[config.mk]
export PLATFORM = sky130hd
export DESIGN_NAME = csa
export DESIGN_NICKNAME = d
export VERILOG_FILES = /design/src/rtl/csa.sv
export SDC_FILE = /design/constraint.sdc
export NUM_CORES = 1
export LEC_CHECK = 0
export CAP_MARGIN = 20
export CORE_AREA = 5 5 42 44
export DETAILED_ROUTE_END_ITERATION = 6
export DIE_AREA = 0 0 47 49
export GPL_TIMING_DRIVEN = 0
export PLACE_DENSITY_LB_ADDON = 0.12
export SKIP_LAST_GASP = 1
export SYNTH_ARGS = -nofsm -noshare
export SYNTH_HDL_FRONTEND = slang
export SYNTH_SLANG_ARGS = --single-unit
[constraint.sdc]
create_clock -name clk -period 0.8 [get_ports clk]
set_clock_uncertainty 0.1 [all_clocks]
set_input_delay 0.2 -clock clk [delete_from_list [all_inputs] [get_ports clk]]
set_output_delay 0.2 -clock clk [all_outputs]
set_load 0.05 [all_outputs]
[src/rtl/csa.sv]
// Carry-select adder with one output register stage: {co,sum} = a + b + ci.
// Upper bits are precomputed for both carry-in values; the lower carry only drives muxes.

module csa_fa (
  input  logic a_i,
  input  logic b_i,
  input  logic c_i,
  output logic s_o,
  output logic c_o
);

  assign s_o = a_i ^ b_i ^ c_i;
  assign c_o = (a_i & b_i) | (c_i & (a_i ^ b_i));

endmodule

module csa #(
  parameter int unsigned WIDTH = 3
) (
  input  logic             clk,
  input  logic             rst_n,
  input  logic [WIDTH-1:0] a,
  input  logic [WIDTH-1:0] b,
  input  logic             ci,
  output logic [WIDTH-1:0] sum,
  output logic             co
);

  logic             s0;
  logic             c1;
  logic [WIDTH-1:0] sum_d;
  logic             co_d;
  logic [WIDTH-1:0] sum_q;
  logic             co_q;

  csa_fa u_fa0 (
    .a_i(a[0]),
    .b_i(b[0]),
    .c_i(ci),
    .s_o(s0),
    .c_o(c1)
  );

  generate
    if (WIDTH == 1) begin : g_single
      assign sum_d = s0;
      assign co_d  = c1;
    end else begin : g_multi
      // Segment i holds bits i..WIDTH-1 for carry-in 0 and 1; it selects its own
      // upper half with its local carry, so no carry ever ripples across a segment.
      for (genvar i = WIDTH - 1; i >= 1; i--) begin : g_seg
        localparam int unsigned SW = WIDTH - i;
        logic [SW-1:0] sum_c0;
        logic [SW-1:0] sum_c1;
        logic          co_c0;
        logic          co_c1;
        logic          s_0;
        logic          cy_0;
        logic          s_1;
        logic          cy_1;

        csa_fa u_fa_c0 (
          .a_i(a[i]),
          .b_i(b[i]),
          .c_i(1'b0),
          .s_o(s_0),
          .c_o(cy_0)
        );

        csa_fa u_fa_c1 (
          .a_i(a[i]),
          .b_i(b[i]),
          .c_i(1'b1),
          .s_o(s_1),
          .c_o(cy_1)
        );

        if (i == WIDTH - 1) begin : g_top
          assign sum_c0 = s_0;
          assign sum_c1 = s_1;
          assign co_c0  = cy_0;
          assign co_c1  = cy_1;
        end else begin : g_mid
          assign sum_c0 = {(cy_0 ? g_seg[i+1].sum_c1 : g_seg[i+1].sum_c0), s_0};
          assign sum_c1 = {(cy_1 ? g_seg[i+1].sum_c1 : g_seg[i+1].sum_c0), s_1};
          assign co_c0  = cy_0 ? g_seg[i+1].co_c1 : g_seg[i+1].co_c0;
          assign co_c1  = cy_1 ? g_seg[i+1].co_c1 : g_seg[i+1].co_c0;
        end
      end

      assign sum_d = {(c1 ? g_seg[1].sum_c1 : g_seg[1].sum_c0), s0};
      assign co_d  = c1 ? g_seg[1].co_c1 : g_seg[1].co_c0;
    end
  endgenerate

  // NOTE: state registers use non-blocking assignments so every flop samples pre-edge values.
  always_ff @(posedge clk or negedge rst_n) begin
    if (!rst_n) begin
      sum_q <= '0;
      co_q  <= 1'b0;
    end else begin
      sum_q <= sum_d;
      co_q  <= co_d;
    end
  end

  assign sum = sum_q;
  assign co  = co_q;

endmodule

[Word-level counts from Yosys, hierarchy flattened]
Index checks and enable logic that the tools add are counted.
Storage, ports and cells
  bits of input ports: 9
  register bits: 4
Cells by class
  bitwise operators: 13
  mux-type cells: 6
Operators with widths (count)
  $mux W1: 5
  $and A1 B1 Y1: 4
  $xor A1 B1 Y1: 4
  $or A1 B1 Y1: 3
  $mux W2: 1
  $not A1 Y1: 2

[Logic depth before layout (Yosys ltp)]
Gate-level depths: netlist of the first run.
  depth in word-level cells: 4
  depth in mapped cells: 5

[By module]
Synthesis of the first run repeated with hierarchy kept, for this count alone.
Second synthesis, totals
  cell total of the unflattened synthesis: 15
  area total of the unflattened synthesis: 251.5 um^2
Modules (own cells, without submodules)
  csa: seq. area each 100.1 um^2, instances 1, area each 151.4 um^2, cells each 10
  csa_fa: seq. area each 0.0 um^2, instances 5, area each 20.0 um^2, cells each 1

[Worst setup path after synthesis of the first run]
No wires, ideal clock.
  path type: in2reg
  start: input port a[0]
  end: register co_q (netlist: co)
  cell stages on the path: 4
  required time: 621 ps
  library setup time: 79 ps
  slack: -510 ps
  arrival time: 1130 ps
  cells stage by stage: inv_1 fa_1 mux2i_2 mux2i_1
Between the ends
  word-level cells in the longest chain between the ends: 4
Ends and longest elaborated chain
  start: declaration: RTL line 22  | input logic [WIDTH-1:0] a,
  $xor A1 B1 Y1: RTL line 13  | assign c_o = (a_i & b_i) | (c_i & (a_i ^ b_i));
  $and A1 B1 Y1: RTL line 13
  $or A1 B1 Y1 (*): RTL line 13
  $mux W1 (*): RTL line 92  | assign co_d = c1 ? g_seg[1].co_c1 : g_seg[1].co_c0;
  net co_d: RTL line 32  | logic co_d;
  end signal: assignment: RTL line 103  | co_q <= co_d;
  end: declaration: RTL line 34  | logic co_q;
Mark *: on every way through the listed nets, which the timed path passes. The rest lies on a longest branch.

[Final worst setup path of the first run]
  start: register sum_q[1] (netlist: sum[1])
  end: output port sum[1]
RTL lines
  start: declaration: RTL line 33  | logic [WIDTH-1:0] sum_q;
  start signal: assignment: RTL line 102  | sum_q <= sum_d;
  end: declaration: RTL line 25  | output logic [WIDTH-1:0] sum,
No word-level cell between the ends.

==> results of run 1 <==
## logic make-up (layout without fill, tap and decap cells)
kind of cell	Yosys count	in the layout	share of synthesized area [%]
flip-flops	4	4	40.2
XOR/XNOR	2	2	7.04
adder cells (fa/ha/maj)	5	5	28.1
multiplexers	2	2	9.55
buffers and inverters	10	27	15.1
## power by group through the flow
stage / registers (W) / clock network [W] / logic [W]
after floorplan: 0.000372 / 0 / 0.0000678
after global placement: 0.000249 / 0 / 0.000310
after detailed placement: 0.000251 / 0 / 0.000311
after CTS: 0.000256 / 0.000290 / 0.000317
after global routing: 0.000257 / 0.000299 / 0.000345
final: 0.000255 / 0.000277 / 0.000327
## flip-flops by register name (all words and copies together), names as in the netlist
name  cells
co        1
sum       3
## through the flow
stage,power (W),setup slack (ns),std cells,hold WS [ns]
2_1_floorplan,0.000439,-0.409,23,-0.196
3_3_place_gp,0.000559,-1.07,51,0.308
3_5_place_dp,0.000562,-1.06,51,0.320
4_1_cts,0.000863,-0.296,56,0.0639
5_1_grt,0.000901,-0.302,56,0.0747
6_report,0.000858,-0.274,56,0.0632
## cells in the mapped netlist
cell type / number
mux2i_2: 1
inv_1: 10
fa_1: 1
dfrtp_1: 4
ha_1: 4
mux2i_1: 1
xnor2_1: 2
## worst paths after layout
| path | from | to | slack, ns | cells after the start |
|---|---|---|---|---|
| worst max-delay path | sum[1] | sum[1] | -0.27 | 1 |
| worst min-delay path | rst_n | sum[1] | 0.06 | 1 |
| max in group asynchronous | rst_n | sum[2] | 0.35 | 1 |
| min in group clk | ci | sum[0] | 0.25 | 4 |
## placed cells by master, fill, tap and decap left out
cell type and count:
buf_6 5, inv_8 1, buf_8 1, buf_4 1
fa_2 1, inv_2 3, xnor2_1 2, dlygate4sd2_1 4
mux2i_4 1, clkbuf_4 3, dfrtp_2 3, mux2i_1 1
clkbuf_1 1, buf_2 1, dfrtp_1 1, ha_1 4
clkdlybuf4s50_1 1, inv_1 6
## routing by layer
layer | wire, µm | share of wire [%]
met1 | 120 | 28
met4 | 0 | 0
met5 | 0 | 0
met3 | 48 | 11
met2 | 267 | 61
## area by class of cell
type,instances,area [µm²],area share (%)
Multi-Input combinational cell,9,123,27.5
Inverter,10,45.0,10.1
Clock buffer,4,26.3,5.88
Sequential cell,4,104,23.2
Timing Repair Buffer,13,129,28.9
Tap cell,16,20.0,4.48
## repair_timing
| item | in CTS | in global routing |
|---|---|---|
| resized for setup | 47 | 3 |
| pin swaps | 1 | 1 |
| buffers inserted | 1 | 0 |
| setup endpoints to repair | 8 | 8 |
==> key figures, run 1 <==
Placed design
  – GPL Wtd Cong: 0.615
  – Final HPWL DP: 367 µm
  – Post-DP Area: 403 µm²
  – Port Buffer Count: 12

Drt
  – Routed WL per cell: 7.77 µm
  – Residual DRC: 0
  – Post-route ant nets: 0
  – Vias per Instance: 3.43
  – First drt pass iteration count: 2
  – Via count: 192
  – WL final: 435 µm
  – Drt initial violations: 1

Clock tree
  – H-tree levels: 1
  – Root Driver: clkbuf_4
  – TritonCTS buffer count: 3
  – Worst-path clk slew: 0.04 ns
  – Max Root-Sink Buffers: 2
  – Clk sinks: 4
  – CTS Hold Bufs: 0
  – CTS tree: done

Logic synthesis
  – Post-synthesis cell count: 23
  – Mapped Area: 249 µm²
  – Post-synthesis sequential area ratio: 40.2%
  – Post-synth top area cell: dfrtp_1
  – Mapped Nets: 37
  – Synth top area share: 40.2%
  – Synth area leaders: dfrtp_1, ha_1, inv_1, fa_1, xnor2_1
  – Yosys reg bits: 4
  – Post-synth cell types: 7
  – Avg Synthesized Cell Area: 10.8 µm²
  – Yosys warnings: 0

Global route
  – Vias in the first global route: 200
  – First-pass GRT wire length: 621 µm
  – GRT Overall Usage: 4.38%
  – GR Util met2: 6.11%
  – GRT Max-Usage Layer: met4
  – Met3 layer usage reported by global route: 0.369%
  – Grt met1 use: 2.90%
  – Initial antenna violation count: 0
  – Largest net degree at the start of global routing: 5
  – Overflow after GRT: 0

Finish
  – Area delta synth->final: 79.4%
  – Final nets: 55
  – # diodes: 0
  – Share of layout cells above drive strength 1: 50.0%
  – Post-layout util: 31.9%
  – Post-route cell area: 447 µm²
  – Filler instances: 152

Outcome
  – Failing checks: negative setup slack
  – Status: finished with violations

Timing
  – Unrepaired setup endpoints after global routing: true
  – Highest clock rate: 0.931 GHz
  – Worst Slack Setup Final: -0.274 ns
  – Min Tclk post-route: 1.07 ns
  – Worst-Margin Slew: 0.165 ns
  – Setup TNS: -1.76 ns
  – Final setup fails: 8
  – Slew Viols, Final: 0
  – Tcrit/Tclk final: 134%
  – Max_slew headroom: 88.7%
  – Final hold vios: 0

Die
  – Core Region: 0.00140 mm²
  – Die area: 0.00230 mm²
  – Die Wd: 47 µm
  – FP Rows: 14
  – IO Count: 13
  – Die height: 49 µm
  – Starting Density: 17.8%

Worst setup path
  – Worst-path cell chain: buf_6
  – Cell family with most CP delay: flip-flops
  – Worst setup SP type: flop
  – Crit path required time: 0.50 ns
  – Crit. End Element: output pin
  – Critical path data arrival time: 0.77 ns
  – Critical Setup Path Class: flop to output pin
  – WP buf/inv: 1
  – Slowest cell delay on critical path: 0.39 ns
  – Slowest-stage cell, CP: dfrtp_2
  – CP Max Fanout: 1

Power
  – Net Sw Power: 0.000288 W
  – Sequential power share: 29.7%
  – Internal: 0.000570 W
  – Peak VDD IR: 473 µV
  – Switching Share: 33.6%
  – Pwr Density: 1920 mW/mm²
  – Combinational fraction of design power: 38.1%
  – Clock power frac: 32.2%
  – Leakage power: 0.229 nW

Job
  – Max_cap viols: 0

Min path
  – Hold Path Class: primary input to async pin
Power figures use the tool's default switching activity.
==> run 2, diff against run 1 <==
--- a/config.mk
+++ b/config.mk
@@ -5,7 +5,6 @@
 export SDC_FILE = /design/constraint.sdc
 export NUM_CORES = 1
 export LEC_CHECK = 0
-export CAP_MARGIN = 20
 export CORE_AREA = 5 5 42 44
 export DETAILED_ROUTE_END_ITERATION = 6
 export DIE_AREA = 0 0 47 49
==> results of run 2 <==
The final DEF is identical to that of run 1; final timing and power are the same.
